--- src/rtl/op_sequencer.sv ---
// op_sequencer: button-driven operand-entry and execute sequencer for the
// calculator datapath. Each accepted press of the active-low `next` button
// walks IDLE -> LOAD_A -> LOAD_B (skipped for unary ops) -> EXEC -> SHOW -> IDLE.
// The block drives the register-file write strobes, a timed ALU enable, the
// display select, a done flag and a state code for the status digit.
//
// Build option: define OP_SEQUENCER_DEBOUNCE_EN to add a level debouncer
// between the synchronizer and the press detector. DEBOUNCE_CYCLES is only
// used by that option.
module op_sequencer #(
    parameter int EXEC_CYCLES     = 2,
    parameter int DEBOUNCE_CYCLES = 16
) (
    input  logic       clk,
    input  logic       clear,
    input  logic       next,
    input  logic [2:0] MS,
    output logic [2:0] ms_q,
    output logic       we,
    output logic       w1,
    output logic       alu_en,
    output logic [1:0] led_sel,
    output logic       done,
    output logic [3:0] cs_out
);

    // State encodings double as the status-digit code.
    localparam logic [2:0] S_IDLE   = 3'd0;
    localparam logic [2:0] S_LOAD_A = 3'd1;
    localparam logic [2:0] S_LOAD_B = 3'd2;
    localparam logic [2:0] S_EXEC   = 3'd3;
    localparam logic [2:0] S_SHOW   = 3'd4;

    // Display source codes.
    localparam logic [1:0] LED_BLANK  = 2'b00;
    localparam logic [1:0] LED_DIN    = 2'b01;
    localparam logic [1:0] LED_RESULT = 2'b10;

    // The EXEC counter counts down to zero, so it starts one below the length.
    localparam logic [3:0] EXEC_LOAD = 4'(EXEC_CYCLES - 1);

    // Ops 6 and 7 take a single operand and skip LOAD_B.
    localparam logic [2:0] FIRST_UNARY_OP = 3'd6;

    // Display source for each state; unreachable codes show blank.
    function automatic logic [1:0] led_for_state(input logic [2:0] st);
        logic [1:0] sel;
        case (st)
            S_LOAD_A, S_LOAD_B, S_EXEC: sel = LED_DIN;
            S_SHOW:                     sel = LED_RESULT;
            default:                    sel = LED_BLANK;
        endcase
        return sel;
    endfunction

    // ------------------------------------------------------------------
    // Button front end
    // ------------------------------------------------------------------
    logic r_next_p0;
    logic r_next_p1;
    logic w_press;

    // Two-flop synchronizer for the asynchronous button; clear parks it released.
    always_ff @(posedge clk) begin
        if (clear) begin
            r_next_p0 <= 1'b1;
            r_next_p1 <= 1'b1;
        end else begin
            r_next_p0 <= next;
            r_next_p1 <= r_next_p0;
        end
    end

`ifdef OP_SEQUENCER_DEBOUNCE_EN
    localparam logic [15:0] DB_LAST = 16'(DEBOUNCE_CYCLES - 1);

    logic [15:0] r_db_cnt;
    logic        r_db_level;
    logic        r_db_press;

    // Accept a new level only after it has differed from the accepted level
    // for DEBOUNCE_CYCLES consecutive cycles; any reversal restarts the count.
    // A press is a one-cycle pulse when the accepted level falls.
    always_ff @(posedge clk) begin
        if (clear) begin
            r_db_cnt   <= 16'd0;
            r_db_level <= 1'b1;
            r_db_press <= 1'b0;
        end else begin
            r_db_press <= 1'b0;
            if (r_next_p1 != r_db_level) begin
                if (r_db_cnt == DB_LAST) begin
                    r_db_cnt   <= 16'd0;
                    r_db_level <= r_next_p1;
                    r_db_press <= r_db_level & ~r_next_p1;
                end else begin
                    r_db_cnt <= r_db_cnt + 16'd1;
                end
            end else begin
                r_db_cnt <= 16'd0;
            end
        end
    end

    assign w_press = r_db_press;
`else
    logic r_next_p2;

    // Previous synchronized level, for falling-edge detection.
    always_ff @(posedge clk) begin
        if (clear) begin
            r_next_p2 <= 1'b1;
        end else begin
            r_next_p2 <= r_next_p1;
        end
    end

    // Every synchronized 1->0 transition is a press; release produces nothing.
    assign w_press = r_next_p2 & ~r_next_p1;

    // The debounce length has no role without the debouncer; keep it referenced.
    logic [15:0] w_unused_db_cfg;
    assign w_unused_db_cfg = 16'(DEBOUNCE_CYCLES);
`endif

    // ------------------------------------------------------------------
    // Sequencer
    // ------------------------------------------------------------------
    logic [2:0] r_state;
    logic [3:0] r_exec_cnt;
    logic [2:0] r_ms_q;
    logic       r_we;
    logic       r_w1;
    logic       r_alu_en;
    logic [1:0] r_led_sel;
    logic       r_done;
    logic [3:0] r_cs_out;

    logic [2:0] w_state_nxt;
    logic [3:0] w_exec_cnt_nxt;
    logic [2:0] w_ms_q_nxt;
    logic       w_we_nxt;
    logic       w_w1_nxt;

    // Next-state, write-strobe and operation-latch decisions. Presses in EXEC
    // fall through unused, so they are dropped rather than queued.
    always_comb begin
        w_state_nxt    = r_state;
        w_exec_cnt_nxt = r_exec_cnt;
        w_ms_q_nxt     = r_ms_q;
        w_we_nxt       = 1'b0;
        w_w1_nxt       = r_w1;

        case (r_state)
            S_IDLE: begin
                if (w_press) begin
                    w_ms_q_nxt  = MS;
                    w_state_nxt = S_LOAD_A;
                end
            end
            S_LOAD_A: begin
                if (w_press) begin
                    w_we_nxt = 1'b1;
                    w_w1_nxt = 1'b0;
                    if (r_ms_q >= FIRST_UNARY_OP) begin
                        w_state_nxt    = S_EXEC;
                        w_exec_cnt_nxt = EXEC_LOAD;
                    end else begin
                        w_state_nxt = S_LOAD_B;
                    end
                end
            end
            S_LOAD_B: begin
                if (w_press) begin
                    w_we_nxt       = 1'b1;
                    w_w1_nxt       = 1'b1;
                    w_state_nxt    = S_EXEC;
                    w_exec_cnt_nxt = EXEC_LOAD;
                end
            end
            S_EXEC: begin
                if (r_exec_cnt == 4'd0) begin
                    w_state_nxt = S_SHOW;
                end else begin
                    w_exec_cnt_nxt = r_exec_cnt - 4'd1;
                end
            end
            S_SHOW: begin
                if (w_press) begin
                    w_state_nxt = S_IDLE;
                end
            end
            default: begin
                // Unused encodings recover to IDLE on the next edge.
                w_state_nxt    = S_IDLE;
                w_exec_cnt_nxt = 4'd0;
            end
        endcase
    end

    // State register with outputs decoded from the next state, so every
    // output is a flop and changes on the same edge as the state.
    always_ff @(posedge clk) begin
        if (clear) begin
            r_state    <= S_IDLE;
            r_exec_cnt <= 4'd0;
            r_ms_q     <= 3'd0;
            r_we       <= 1'b0;
            r_w1       <= 1'b0;
            r_alu_en   <= 1'b0;
            r_led_sel  <= LED_BLANK;
            r_done     <= 1'b0;
            r_cs_out   <= 4'd0;
        end else begin
            r_state    <= w_state_nxt;
            r_exec_cnt <= w_exec_cnt_nxt;
            r_ms_q     <= w_ms_q_nxt;
            r_we       <= w_we_nxt;
            r_w1       <= w_w1_nxt;
            r_alu_en   <= (w_state_nxt == S_EXEC);
            r_led_sel  <= led_for_state(w_state_nxt);
            r_done     <= (w_state_nxt == S_SHOW);
            r_cs_out   <= {1'b0, w_state_nxt};
        end
    end

    assign ms_q    = r_ms_q;
    assign we      = r_we;
    assign w1      = r_w1;
    assign alu_en  = r_alu_en;
    assign led_sel = r_led_sel;
    assign done    = r_done;
    assign cs_out  = r_cs_out;

endmodule

--- config.mk ---
export PLATFORM = sky130hd
export DESIGN_NAME = op_sequencer
export DESIGN_NICKNAME = d
export VERILOG_FILES = /design/src/rtl/op_sequencer.sv
export SDC_FILE = /design/constraint.sdc
export NUM_CORES = 1
export LEC_CHECK = 0
export ABC_AREA = 1
export CORE_MARGIN = 1.5
export CORE_UTILIZATION = 40
export DETAILED_ROUTE_END_ITERATION = 10
export PLACE_DENSITY = 0.65
export SYNTH_ARGS = -nofsm -noshare
export SYNTH_HDL_FRONTEND = slang
export SYNTH_SLANG_ARGS = --single-unit
--- constraint.sdc ---
create_clock -name clk -period 3 [get_ports clk]
set_clock_uncertainty 0.05 [all_clocks]
set_input_delay 0.6 -clock clk [delete_from_list [all_inputs] [get_ports clk]]
set_output_delay 0.6 -clock clk [all_outputs]
set_load 0.02 [all_outputs]
Yosys cells after proc, flatten, opt, wreduce, memory -nomap -nowiden. Cells that the tools add are included.

Add/subtract/negate cells: 1. Multiplexer cells: 17. Bitwise gates (word level): 4. Magnitude comparators: 1. Reduce and logical (&&, ||, !) cells: 10. Equal/unequal tests: 12.

Operators by type and width (number): 2-to-1 mux 4 bit (4); case mux 4 bit (4 select lines) (1); 2-to-1 mux 3 bit (5); case mux 3 bit (5 select lines) (1); equality test 3 x 2 -> 1 bit, second input constant (4); inequality test 2 bit, second input constant (4); equality test 3 x 1 -> 1 bit, second input constant (2); equality test 3 bit, second input constant (2); OR reduction 2 bit (3); AND reduction 5 bit (1); zero test 4 bit (1); 2-to-1 mux 1 bit (4); case mux 2 bit (2 select lines) (1); subtractor 4 x 1 -> 4 bit, second input constant (1); >= comparator 3 bit, second input constant (1); zero test 3 bit (1); inverter 1 bit (3); AND reduction 3 bit (1); OR reduction 3 bit (1); case mux 1 bit (2 select lines) (1); AND reduction 2 bit (1); nonzero test 2 bit (1); AND 1 bit (1).

Flip-flop bits (word level): 20. Bits of input ports: 6.

Longest topological paths before layout.
Depth after elaboration: 7. Depth in mapped cells: 9. Depth with buffers taken out: 9.

Worst setup path before layout. Ideal clock, no wire load.

Path kind: register -> register. From: register, netlist name cs_out[0]. To: register r_exec_cnt[1]. Stages on the path, launching flop included: 10. Setup time: 0.116 ns. Arrival time: 1.181 ns. Slack: 1.652 ns. Data required time: 2.834 ns. Path through: dfxtp_1 -> inv_1 -> nor2_2 -> nand2_2 -> nand2_4 -> nand2_4 -> nand2_4 -> nand2_1 -> nand2_1 -> nor2_2.

RTL lines: to (signal assigned) (line 216) `r_exec_cnt <= w_exec_cnt_nxt;`; to (decl) (line 130) `logic [3:0] r_exec_cnt;`.

Final worst setup path.
From: register r_cs_out[2], in the netlist cs_out[2]. To: output cs_out[2].

RTL lines: from (decl) (line 137) `logic [3:0] r_cs_out;`; from (signal assigned) (line 223) `r_cs_out <= {1'b0, w_state_nxt};`; to (decl) (line 24) `output logic [3:0] cs_out`.

No word-level cell between the ends.

==> results.sh <==
export IMPL_status="finished, final reports clean"
export IMPL_layout_nets=146
export IMPL_p_int_uw=331.0
export IMPL_total_leakage_power_uw=0.0004825
export IMPL_r2r_cells=7
export IMPL_grt_overflow=0
export IMPL_wire_per_inst_um=10.04
export IMPL_p_comb_share_pct=12.2
export IMPL_critPathTopFamily="buffers and inverters"
export IMPL_crit_cells=1
export IMPL_worstPathCellList="clkdlybuf4s50_1"
export IMPL_viasPerCell=4.753
export IMPL_ys_types=25
export IMPL_drtPass1Iterations=4
export IMPL_ys_seq_area_share_pct=41.93
export IMPL_first_iter_violations=17
export IMPL_power_uw=445.5
export IMPL_startpoint_type="flip-flop"
export IMPL_ys_ff_latch=19
export IMPL_final_common_cell="nand2_1"
export IMPL_ir_drop_mv=0.2859
export IMPL_numCtsBuffers=3
export IMPL_crit_buf_inv=1
export IMPL_multi_input_area_um2=454.2
export IMPL_finalCritPeriodShare_pct=69.80
export IMPL_drc=0
export IMPL_hpwl_um=1244
export IMPL_crit_path_top_delay_cell="clkdlybuf4s50_1"
export IMPL_synth_area_per_cell_um2=7.623
export IMPL_timing_rr_start="r_exec_cnt[0]"
export IMPL_seqPwrFrac_pct=58.7
export IMPL_antenna_found_initial=0
export IMPL_final_cell_mix="21 x nand2_1, 19 x dfxtp_1, 17 x clkdlybuf4s50_1, 15 x inv_1, 12 x nor2_1"
export IMPL_cts_clk_slew_worst_paths_ns=0.11
export IMPL_min_period_ns=2.094
export IMPL_switchingPower_uw=114.6
export IMPL_num_rows=17
export IMPL_r2r_end="cs_out[0]"
export IMPL_drive_gt1_share_pct=20.29
export IMPL_startpoint="cs_out[2]"
export IMPL_fmax_mhz=477.6
export IMPL_min_path_type="reg -> reg"
export IMPL_grt_max_degree=12
export IMPL_fill_cells=226
export IMPL_switching_share_pct=25.71
export IMPL_gr_usage_all_layers_pct=14.87
export IMPL_ios=19
export IMPL_ant_nets=0
export IMPL_cts_sinks=19
export IMPL_grt_pass1_vias=696
export IMPL_grt_pass1_wl_um=2925
export IMPL_path_class="reg -> out"
export IMPL_cts_root_buf="clkbuf_4"
export IMPL_core_area_um2=2170
export IMPL_seqCellArea_um2=380.4
export IMPL_syn_to_final_growth_pct=24.28
export IMPL_start_util_pct=41.81
export IMPL_cp_slowest_stage_delay_ns=0.66
export IMPL_postCtsHoldBufs=0
export IMPL_synthCells=119
export IMPL_path_max_fanout=6
export IMPL_endpoint="cs_out[2]"
export IMPL_fin_cells=166
export IMPL_finalMaxSlewViolations=0
export IMPL_drv_cap=0
export IMPL_hold_viol=0
export IMPL_yosys_warnings=0
export IMPL_numPortBuffers=17
export IMPL_setup_viol=0
export IMPL_utilization_pct=51.96
export IMPL_worst_ep_required_time_ns=2.35
export IMPL_post_cts_buffers=0
export IMPL_arrival_ns=1.44
export IMPL_cts_max_level=1
export IMPL_power_density_nw_per_um2=395.2
export IMPL_fin_tns_setup_ns=0
export IMPL_ctsResizeCount=0
export IMPL_clk_latency_ns=0.30
export IMPL_holdWs_ns=0.3694
export IMPL_n_antenna_cell=0
export IMPL_die_area_um2=2562
export IMPL_rrSetupSlack_ns=1.53
export IMPL_die_w_um=50.62
export IMPL_drt_wl_total_um=1666
export IMPL_grt_setup_unrepaired="no"
export IMPL_via_count=789
export IMPL_routabilityCongestion=0.8242
export IMPL_die_h_um=50.62
export IMPL_power_share_clock_pct=29.2
export IMPL_dpl_cell_count=162
export IMPL_cts_tree="yes"
export IMPL_synthesis_area_um2=907.1
export IMPL_syn_nets=126
export IMPL_critPathCaptureType="output pin"
export IMPL_cts_buffer_depth=2
[how the worst min path moves through the flow]
stage | slack [ns] | to | cells after the start | startpoint
after CTS | 0.37 | r_next_p1 | 1 | r_next_p0
after detailed placement | 0.34 | r_next_p1 | 1 | r_next_p0
after floorplan | 0.34 | r_next_p1 | 1 | r_next_p0
after global routing | 0.39 | r_next_p1 | 1 | r_next_p0
final | 0.37 | r_next_p1 | 1 | r_next_p0
after global placement | 0.35 | r_next_p1 | 1 | r_next_p0
[power groups by stage]
stage	Sequential (uW)	Clock (uW)	Combinational (uW)
2_1_floorplan	271	0	33.4
3_3_place_gp	267	0	53.9
3_5_place_dp	267	0	54.5
4_1_cts	261	133	54.7
5_1_grt	262	146	60.3
6_report	261	130	54.3
[synth_stat cells]
cell type | number | share of area, %
a21oi_1 | 6 | 3.3
a21oi_2 | 3 | 2.9
a31oi_1 | 1 | 0.69
buf_2 | 1 | 0.55
buf_4 | 1 | 0.83
conb_1 | 1 | 0.41
dfxtp_1 | 19 | 42
ha_1 | 1 | 1.4
inv_1 | 15 | 6.2
inv_2 | 1 | 0.41
nand2_1 | 21 | 8.7
nand2_2 | 5 | 3.4
nand2_4 | 4 | 5.0
nand3_1 | 8 | 4.4
nand3_2 | 2 | 2.2
nand4_1 | 2 | 1.4
nor2_1 | 12 | 5.0
nor2_2 | 6 | 4.1
nor2_4 | 1 | 1.2
o21ai_0 | 3 | 1.7
o21ai_1 | 1 | 0.55
o22ai_1 | 1 | 0.69
or2_0 | 1 | 0.69
or2_2 | 2 | 1.4
xor2_1 | 1 | 0.97
[routing by layer]
layer | GRT usage [%] | wire length, um
met4 | 6.757 | 26
met3 | 3.274 | 79
met5 | 0 | 0
met1 | 19.45 | 813
met2 | 23.25 | 747
[logic make-up (layout without fill, tap and decap cells)]
family	Yosys count	count (layout)	synth area share (%)
xor+xnor	1	1	0.9657
buf+inv	18	37	7.999
other cells	1	1	0.4134
flops	19	19	41.93
compound gates	15	15	9.794
simple gates	64	64	37.52
fa+ha+maj	1	1	1.379
[state kept, by name (all words and copies together) (netlist names)]
signal,cells
r_exec_cnt,4
cs_out,3
ms_q,3
led_sel,2
alu_en,1
done,1
r_next_p0,1
r_next_p1,1
r_next_p2,1
w1,1
we,1
[cell type report]
| type | count | area share [%] |
|---|---|---|
| flip-flops and latches | 19 | 33.74 |
| inverters | 16 | 5.327 |
| repair buffers | 17 | 15.09 |
| multi-input cells | 82 | 40.29 |
| clock inverters | 1 | 0.4440 |
| well taps | 28 | 3.108 |
| clock buffers | 3 | 1.998 |
[stage by stage]
step                      worst slack, ns  cell area [um2]
final                              0.9060             1127
after floorplan                     1.652            907.1
after detailed placement            1.081             1100
after global routing               0.8427             1127
after global placement              1.118             1100
after CTS                          0.8906             1127
Power figures use the tool's default switching activity.
